**src/rtl/eop_sequence_detect.sv**
```systemverilog
// eop_sequence_detect
// Bit-time sequential USB end-of-packet recogniser. Once per shift_enable strobe
// it decodes the synchronised D+/D- pair and walks an SE0-run / J-run FSM. A
// legal EOP yields a one-cycle eop pulse. A malformed one yields a one-cycle
// eop_error pulse. Legal EOPs are counted in a saturating counter.
module eop_sequence_detect #(
  parameter int SE0_MIN_BITS = 2,
  parameter int SE0_MAX_BITS = 3,
  parameter int J_BITS       = 1,
  parameter int CNT_W        = 8
) (
  input  logic             clk,
  input  logic             rst,
  input  logic             d_plus,
  input  logic             d_minus,
  input  logic             shift_enable,
  input  logic             clear_count,
  output logic             eop,
  output logic             eop_error,
  output logic [1:0]       line_state,
  output logic [CNT_W-1:0] eop_count
);

  // se0 counter must hold SE0_MAX_BITS+1, j counter must hold J_BITS
  localparam int SE0_W = $clog2(SE0_MAX_BITS + 2);
  localparam int J_W   = (J_BITS < 2) ? 1 : $clog2(J_BITS + 1);

  localparam logic [SE0_W-1:0] SE0_MIN_C = SE0_W'(SE0_MIN_BITS);
  localparam logic [SE0_W-1:0] SE0_MAX_C = SE0_W'(SE0_MAX_BITS);
  localparam logic [J_W-1:0]   J_BITS_C  = J_W'(J_BITS);
  localparam logic [CNT_W-1:0] CNT_MAX_C = {CNT_W{1'b1}};

  // line codes as {d_minus, d_plus}
  localparam logic [1:0] LS_SE0 = 2'b00;
  localparam logic [1:0] LS_J   = 2'b01;

  typedef enum logic [1:0] {
    ST_IDLE    = 2'b00,
    ST_SE0_RUN = 2'b01,
    ST_J_RUN   = 2'b10,
    ST_ERR     = 2'b11
  } state_t;

  state_t           state_q,   state_d;
  logic [SE0_W-1:0] se0_cnt_q, se0_cnt_d;
  logic [J_W-1:0]   j_cnt_q,   j_cnt_d;
  logic             eop_q,     eop_d;
  logic             err_q,     err_d;
  logic [1:0]       ls_q,      ls_d;
  logic [CNT_W-1:0] cnt_q,     cnt_d;

  logic [1:0]       pair_s;
  logic [J_W-1:0]   j_next_s;

  assign pair_s   = {d_minus, d_plus};
  assign j_next_s = j_cnt_q + J_W'(1);

  // Next-state, pulse and counter logic for one bit-time strobe
  always_comb begin
    state_d   = state_q;
    se0_cnt_d = se0_cnt_q;
    j_cnt_d   = j_cnt_q;
    eop_d     = 1'b0;
    err_d     = 1'b0;
    ls_d      = ls_q;
    cnt_d     = cnt_q;

    if (shift_enable) begin
      ls_d = pair_s;
      case (state_q)
        ST_IDLE: begin
          if (pair_s == LS_SE0) begin
            state_d   = ST_SE0_RUN;
            se0_cnt_d = SE0_W'(1);
          end else begin
            state_d = ST_IDLE;
          end
        end
        ST_SE0_RUN: begin
          if (pair_s == LS_SE0) begin
            if (se0_cnt_q < SE0_MAX_C) begin
              se0_cnt_d = se0_cnt_q + SE0_W'(1);
            end else begin
              err_d     = 1'b1;
              state_d   = ST_ERR;
              se0_cnt_d = '0;
            end
          end else if (pair_s == LS_J) begin
            se0_cnt_d = '0;
            if (se0_cnt_q >= SE0_MIN_C) begin
              if (J_BITS == 1) begin
                eop_d   = 1'b1;
                state_d = ST_IDLE;
              end else begin
                state_d = ST_J_RUN;
                j_cnt_d = J_W'(1);
              end
            end else begin
              err_d   = 1'b1;
              state_d = ST_IDLE;
            end
          end else begin
            err_d     = 1'b1;
            state_d   = ST_ERR;
            se0_cnt_d = '0;
          end
        end
        ST_J_RUN: begin
          if (pair_s == LS_J) begin
            if (j_next_s == J_BITS_C) begin
              eop_d   = 1'b1;
              state_d = ST_IDLE;
              j_cnt_d = '0;
            end else begin
              j_cnt_d = j_next_s;
            end
          end else if (pair_s == LS_SE0) begin
            // the offending SE0 starts a fresh run
            err_d     = 1'b1;
            state_d   = ST_SE0_RUN;
            se0_cnt_d = SE0_W'(1);
            j_cnt_d   = '0;
          end else begin
            err_d   = 1'b1;
            state_d = ST_ERR;
            j_cnt_d = '0;
          end
        end
        ST_ERR: begin
          if (pair_s == LS_J) begin
            state_d = ST_IDLE;
          end else begin
            state_d = ST_ERR;
          end
        end
        default: begin
          state_d   = ST_IDLE;
          se0_cnt_d = '0;
          j_cnt_d   = '0;
        end
      endcase
    end else begin
      state_d = state_q;
    end

    // clear wins over a plain hold, but an EOP in the same cycle still counts
    if (clear_count) begin
      cnt_d = eop_d ? CNT_W'(1) : '0;
    end else if (eop_d && (cnt_q != CNT_MAX_C)) begin
      cnt_d = cnt_q + CNT_W'(1);
    end else begin
      cnt_d = cnt_q;
    end
  end

  // State, counter and output registers with synchronous reset
  always_ff @(posedge clk) begin
    if (rst) begin
      state_q   <= ST_IDLE;
      se0_cnt_q <= '0;
      j_cnt_q   <= '0;
      eop_q     <= 1'b0;
      err_q     <= 1'b0;
      ls_q      <= LS_J;
      cnt_q     <= '0;
    end else begin
      state_q   <= state_d;
      se0_cnt_q <= se0_cnt_d;
      j_cnt_q   <= j_cnt_d;
      eop_q     <= eop_d;
      err_q     <= err_d;
      ls_q      <= ls_d;
      cnt_q     <= cnt_d;
    end
  end

  assign eop        = eop_q;
  assign eop_error  = err_q;
  assign line_state = ls_q;
  assign eop_count  = cnt_q;

endmodule

```
**config.mk**
```make
export PLATFORM = sky130hd
export DESIGN_NAME = eop_sequence_detect
export DESIGN_NICKNAME = d
export VERILOG_FILES = /design/src/rtl/eop_sequence_detect.sv
export SDC_FILE = /design/constraint.sdc
export NUM_CORES = 1
export LEC_CHECK = 0
export ABC_CLOCK_PERIOD_IN_PS = 4500
export CAP_MARGIN = 20
export CELL_PAD_IN_SITES_DETAIL_PLACEMENT = 2
export CELL_PAD_IN_SITES_GLOBAL_PLACEMENT = 2
export CORE_MARGIN = 2
export CORE_UTILIZATION = 32
export CTS_CLUSTER_SIZE = 14
export DETAILED_ROUTE_END_ITERATION = 12
export PLACE_DENSITY_LB_ADDON = 0.1
export SLEW_MARGIN = 20
export SYNTH_ARGS = -nofsm -noshare
export SYNTH_HDL_FRONTEND = slang
export SYNTH_SLANG_ARGS = --single-unit
export TNS_END_PERCENT = 30
```
**constraint.sdc**
```tcl
create_clock -name clk -period 4.5 [get_ports clk]
set_input_delay 1.35 -clock clk [delete_from_list [all_inputs] [get_ports clk]]
set_output_delay 1.35 -clock clk [all_outputs]
set_load 0.02 [all_outputs]
```
Yosys cells after proc, flatten, opt, wreduce, memory -nomap -nowiden. Cells that the tools add are included.

Register bits after elaboration: 17. Output and inout port bits: 12.

Add/sub/neg operators: 2. Order comparisons: 2. Equality and inequality tests: 7. Muxes and demuxes: 27. Bitwise logic cells: 1. Reductions and logical operators: 8.

Operator list (number): $mux W8 (2); $mux W1 (12); $mux W3 (4); $mux W2 (5); $pmux W3 S3 (1); $add A8 B1 Y8 const B (1); $ne A8 B8 Y1 const B (1); $pmux W2 S4 (1); $eq A2 B1 Y1 const B (2); $eq A2 B2 Y1 const B (2); $logic_not A2 Y1 (2); $pmux W1 S2 (2); $add A3 B1 Y3 const B (1); $ge A3 B2 Y1 const B (1); $lt A3 B2 Y1 const B (1); $ne A3 B3 Y1 const B (1); $reduce_and A3 Y1 (1); $reduce_bool A3 Y1 (1); $ne A2 B2 Y1 const B (1); $reduce_and A2 Y1 (1); $reduce_bool A2 Y1 (1); $reduce_or A2 Y1 (1); $logic_and A1 B1 Y1 (1); $not A1 Y1 (1).

Logic depth before layout (Yosys ltp). Gate-level depths: netlist of run 1.

Word-level depth: 9. Depth in mapped cells: 7. Depth with buffers taken out: 6.

Worst setup path after synthesis of run 1. Ideal clock, no wire load.

Path kind: in2reg. Start point: input d_minus. End point: register state_q[1]. Library setup time: 127 ps. Arrival: 2488 ps. Required time: 4373 ps. Setup slack: 1885 ps. Stages: 5. Cells stage by stage: buf_2 a2111oi_0 a21o_1 mux2i_1 nor2_1.

Longest elaborated chain between the ends: 4. Elaborated cells on any way between the ends: 9. Those cells by class: 2 x eq/ne; 5 x mux; 2 x reduce/logical.

Ends and longest elaborated chain: from (decl) (line 15) `input logic d_minus,`; $eq A2 B1 Y1 or $logic_not A2 Y1 (tied branches); $mux W2 (on tied branches) (line 88, 117); $mux W2 (on tied branches) (line 80, 109); $pmux W2 S4 (line 70) `case (state_q)`; to (signal assigned) (line 167) `state_q <= state_d;`; to (decl) (line 44) `state_t state_q, state_d;`.

Several ways; a longest one is shown, not always the timed one. A chain may end at the register's enable or synchronous reset.

Final worst setup path of run 1. Ends and elaborated chain as after synthesis.

==> results_dict.tcl, run 1 <==
set metrics [dict create \
    die-area_um2 3530 \
    drt_iter0_drc 38 \
    cp_max_fo 9 \
    io_buffers 17 \
    synth_top_area_share_pct 34.6 \
    cts_buffers 3 \
    cts_tree "done" \
    worst-endpoint-arrival_ns 3.18 \
    die_w_um 59.4 \
    yosys-top-cells-count "dfxtp_1, a21oi_1, nand2_1" \
    hold_violations 0 \
    num-fill-cells 349 \
    cts_sinks 17 \
    htreeDepth 1 \
    grt_pass1_wl_mm 4.68 \
    ys_top_cells_by_area "dfxtp_1, ha_1, a21oi_1" \
    syn_area_um2 983 \
    multi_input_area_um2 602 \
    drive_above_1_share_pct 7.75 \
    ys_warn_count 0 \
    row_count 20 \
    wl_per_cell_um 16.5 \
    synth_edf_count 0 \
    period_share_pct 66.9 \
    cts_hold_buf 0 \
    fin_tns_setup_ns 0 \
    clkTransAtPathRegs_ns 0.10 \
    wirelength_mm 2.68 \
    viasPerCell 5.73 \
    setup_viol 0 \
    endpoint_kind "flip-flop" \
    min-delay-path-class "flip-flop to flip-flop" \
    cts_setup_buffers 0 \
    rsz0062_at_grt "no" \
    nNetsFinal 142 \
    firstDrtPassIters 4 \
    core_area_um2 2980 \
    insertion_delay_ns 0.29 \
    grt_pass1_vias 981 \
    fp.dieH_um 59.4 \
    synth.most_common_cell "dfxtp_1" \
    antenna_found_initial 0 \
    ys_ff_latch 17 \
    synth_top_flop_cell "dfxtp_1" \
    initial_core_util_pct 33.0 \
    syn2layout_area_growth_pct 22.4 \
    cp.required_ns 4.67 \
    maxSlewViolCount 0 \
    drtAntennaViolNets 0 \
    max_slew_margin_pct 52.1 \
    grt_max_degree 15 \
    worst_slew_pin_slew_ns 0.700 \
    fmax_mhz 332 \
    leakagePower_nw 0.421 \
    power-per-cell-area_nw_per_um2 229 \
    avgSynthCellArea_um2 8.78 \
    synth_cells 112 \
    synth-seq-area-share_pct 34.6 \
    synth_area_leader_cell "dfxtp_1" \
    synth.net_count 124 \
    status "completed" \
    timing_worst_setup_path_type "input pin to flip-flop" \
    num_vias 929 \
    skew_ns 0.00343 \
    dp_hpwl_mm 2.05 \
    clockRootBuffer "clkbuf_4" \
    cts_buffer_depth 2 \
    critPathLaunchType "input pin" \
    grt_remaining_overflow 0 \
    ys_types 38 \
    globalplace.congestion 0.776 \
    worst_ir_drop_vdd_v 0.0000955 \
    fin_crit_ns 3.01 \
    utilization_pct 40.4 \
    drc 0 \
    num_antenna_cells 0 \
    final-seq-area_um2 340 \
    grt_util_all_layers_pct 17.4 \
    maxCapViolCount 0 \
    cts_resized 0 \
    io_pins 18 \
    async_flop_share_pct 0 \
]
[kinds of logic (layout without fill, tap and decap cells)]
logic type	Yosys count	count (layout)	synth area share, %
AND/OR/NAND/NOR	39	39	22.0
AO/OA/AOI/OAI	35	35	26.5
adder cells (fa/ha/maj)	6	6	7.63
flip-flops	17	17	34.6
multiplexers	5	5	5.09
buffers and inverters	10	27	4.20
[cell type report]
type | count | area share [%]
timing repair buffer | 17 | 14.1
clock inverter | 1 | 0.416
inverter | 6 | 1.87
multi-input combinational | 85 | 50.0
clock buffer | 3 | 1.87
sequential | 17 | 28.3
tap | 33 | 3.43
[where the power goes]
| part | internal [W] | total, W | switching, W |
|---|---|---|---|
| registers | 0.000153 | 0.000156 | 0.00000315 |
| logic | 0.0000157 | 0.0000361 | 0.0000204 |
| clock network | 0.0000330 | 0.0000830 | 0.0000500 |
[stage by stage]
| stage | hold slack, ns | instances | setup WS, ns | power [W] | cell area (um^2) |
|---|---|---|---|---|---|
| 6_report | 0.497 | 162 | 1.49 | 0.000275 | 1200 |
| 2_1_floorplan | 0.486 | 112 | 1.89 | 0.000182 | 983 |
| 5_1_grt | 0.539 | 162 | 1.32 | 0.000293 | 1200 |
| 3_3_place_gp | 0.481 | 158 | 1.31 | 0.000195 | 1180 |
| 3_5_place_dp | 0.490 | 158 | 1.19 | 0.000196 | 1180 |
| 4_1_cts | 0.507 | 162 | 1.50 | 0.000283 | 1200 |
[worst max-delay path: stages]
cell             delay [ns]
clkdlybuf4s50_1        0.58
a2111oi_0              0.70
a21o_1                 0.27
mux2i_1                0.20
nor2_1                 0.06
[per-layer routing]
metal	global-route usage, %	up-vias	share of wire (%)
met5	0	-	0
met4	6.82	0	0.67
met3	2.18	2	2.2
met2	31.7	9	52
met1	20.5	460	45
li1	-	458	-
[flip-flops by register name, indices dropped and copies added (netlist names)]
register	count
eop	1
line_state	2
eop_count	8
state_q	2
eop_error	1
se0_cnt_q	3
[cells in the final DEF, fill, tap and decap left out, types with 2 or more instances in the layout]
master / netlist / final
ha_1: 6 / 6
nand4_1: 4 / 4
nor4_1: 2 / 2
o41ai_1: 2 / 2
or2_2: 2 / 2
inv_1: 6 / 6
a2111oi_0: 2 / 2
nor2_1: 6 / 6
nand3_1: 5 / 5
o31ai_1: 4 / 4
dfxtp_1: 17 / 17
or4_1: 3 / 3
a21oi_1: 11 / 11
o21ai_0: 4 / 4
nor3_1: 2 / 2
clkdlybuf4s50_1: 0 / 17
mux2i_1: 5 / 5
nand2_1: 7 / 7
o21bai_1: 2 / 2
clkbuf_4: 0 / 3
[path summary, 6_finish.rpt]
path,startpoint,end,slack (ns),cells after the start
setup / recovery,d_minus,state_q[1]$_SDFFE_PP0P_,1.49,5
hold / removal,eop_count[6]$_SDFFE_PP0P_,eop_count[6]$_SDFFE_PP0P_,0.50,2
setup reg to reg,state_q[0]$_SDFFE_PP0P_,eop_count[3]$_SDFFE_PP0P_,2.39,5
hold reg to reg,eop_count[6]$_SDFFE_PP0P_,eop_count[6]$_SDFFE_PP0P_,0.50,2
Note: power is estimated with default switching activity, not from simulation.
==> inputs of run 2 (changes only) <==
Settings changed: ABC_CLOCK_PERIOD_IN_PS 4500 to 2700, CORE_UTILIZATION 32 to 27.
Clock period 4.5 ns to 2.7 ns, I/O delays scaled along.
==> results_dict.tcl, run 2 (synthesis gave the netlist of run 1 again) <==
set metrics [dict create \
    fin_tns_setup_ns 0 \
    hold_violations 0 \
    insertion_delay_ns 0.29 \
    num-fill-cells 402 \
    utilization_pct 36.6 \
    cts_sinks 17 \
    cp.required_ns 2.84 \
    cts_setup_buffers 0 \
    fp.dieH_um 64.4 \
    endpoint_kind "flip-flop" \
    rsz0062_at_grt "no" \
    grt_util_all_layers_pct 15.2 \
    p_int_w 0.000342 \
    timing_worst_setup_path_type "input pin to flip-flop" \
    die-area_um2 4140 \
    final_cell_mix "dfxtp_1, clkdlybuf4s50_1, a21oi_1, nand2_1" \
    combPwrFrac_pct 13.9 \
    switching_share_pct 26.9 \
    cts_resized 0 \
    dp_cells 175 \
    num_vias 949 \
    die_w_um 64.4 \
    grt_remaining_overflow 0 \
    netSwitchingPower_w 0.000126 \
    globalplace.congestion 0.801 \
    final-seq-area_um2 340 \
    critPathLaunchType "input pin" \
    status "completed" \
    worst-endpoint-arrival_ns 2.38 \
    syn2layout_area_growth_pct 27.0 \
    worst_slew_pin_slew_ns 0.625 \
    nNetsFinal 146 \
    cts_buffer_depth 2 \
    cts_buffers 3 \
    clkTransAtPathRegs_ns 0.11 \
    initial_core_util_pct 28.8 \
    p_seq_share_pct 55.5 \
    largest_reg_flops 8 \
    min-delay-path-class "flip-flop to flip-flop" \
    design_area_um2 1250 \
    fmax_mhz 445 \
    multi_input_area_um2 602 \
    final_cells 179 \
    wl_per_cell_um 16.0 \
    antenna_found_initial 0 \
    skew_ns 0.00662 \
    htreeDepth 1 \
    p_total_w 0.000469 \
    io_buffers 17 \
    setup_viol 0 \
    clockRootBuffer "clkbuf_4" \
    io_pins 18 \
    cts_hold_buf 0 \
    row_count 21 \
    wirelength_mm 2.86 \
    power-per-cell-area_nw_per_um2 375 \
    drive_above_1_share_pct 9.77 \
    fin_crit_ns 2.24 \
    drc 0 \
    drt_iter0_drc 28 \
    grt_pass1_vias 1017 \
    maxSlewViolCount 0 \
    cp_max_fo 6 \
    core_area_um2 3420 \
    cts_tree "done" \
    dp_hpwl_mm 2.23 \
    maxCapViolCount 0 \
    period_share_pct 83.1 \
    pwr-share-clk_pct 30.6 \
    num_antenna_cells 0 \
    placed_area_um2 1220 \
    viasPerCell 5.30 \
    grt_max_degree 15 \
    grt_pass1_wl_mm 4.94 \
    firstDrtPassIters 2 \
    max_slew_margin_pct 57.3 \
    worst_ir_drop_vdd_v 0.000122 \
    drtAntennaViolNets 0 \
    leakagePower_nw 0.437 \
]
-- run 2: cell count changes in the layout (fill, tap and decap cells not counted), sizes merged --
cell    before  now
clkbuf       3    4
buf          0    4
clkinv       1    0
-- run 2: per-layer routing --
| layer | wire, um | global-route usage, % |
|---|---|---|
| met1 | 1420 | 19.9 |
| met2 | 1330 | 25.3 |
| met3 | 73 | 2.99 |
| met4 | 40 | 3.99 |
| met5 | 0 | 0 |
-- run 2: path summary, 6_finish.rpt --
check                             from                         to  slack, ns  cells past startpoint
max                             d_plus       eop_error$_SDFF_PP0_       0.46                      7
min          eop_count[6]$_SDFFE_PP0P_  eop_count[6]$_SDFFE_PP0P_       0.50                      2
max reg2reg    state_q[0]$_SDFFE_PP0P_  eop_count[7]$_SDFFE_PP0P_       0.55                      5
min reg2reg  eop_count[6]$_SDFFE_PP0P_  eop_count[6]$_SDFFE_PP0P_       0.50                      2
-- run 2: cell type report --
cell class	count	area share, %
inverter	6	1.80
multi-input combinational	85	48.2
timing repair buffer	21	16.0
clock buffer	4	2.10
sequential	17	27.3
tap	46	4.61
-- run 2: power groups by stage --
stage          Sequential (W)  Clock, W  Combinational [W]
4_1_cts              0.000260  0.000152          0.0000658
3_5_place_dp         0.000266         0          0.0000656
6_report             0.000260  0.000143          0.0000650
2_1_floorplan        0.000267         0          0.0000367
3_3_place_gp         0.000266         0          0.0000637
5_1_grt              0.000261  0.000160          0.0000712
-- run 2: stage by stage --
step / worst slack, ns / hold WS, ns
2_1_floorplan: 0.625 / 0.486
3_3_place_gp: 0.226 / 0.481
3_5_place_dp: 0.145 / 0.493
4_1_cts: 0.443 / 0.510
5_1_grt: 0.301 / 0.550
6_report: 0.455 / 0.501
-- run 2: worst max-delay path: stages --
cell and delay (ns):
clkdlybuf4s50_1 0.50, buf_4 0.15, a2111oi_0 0.06, buf_4 0.16
inv_1 0.04, a21oi_1 0.06, a2111oi_0 0.60
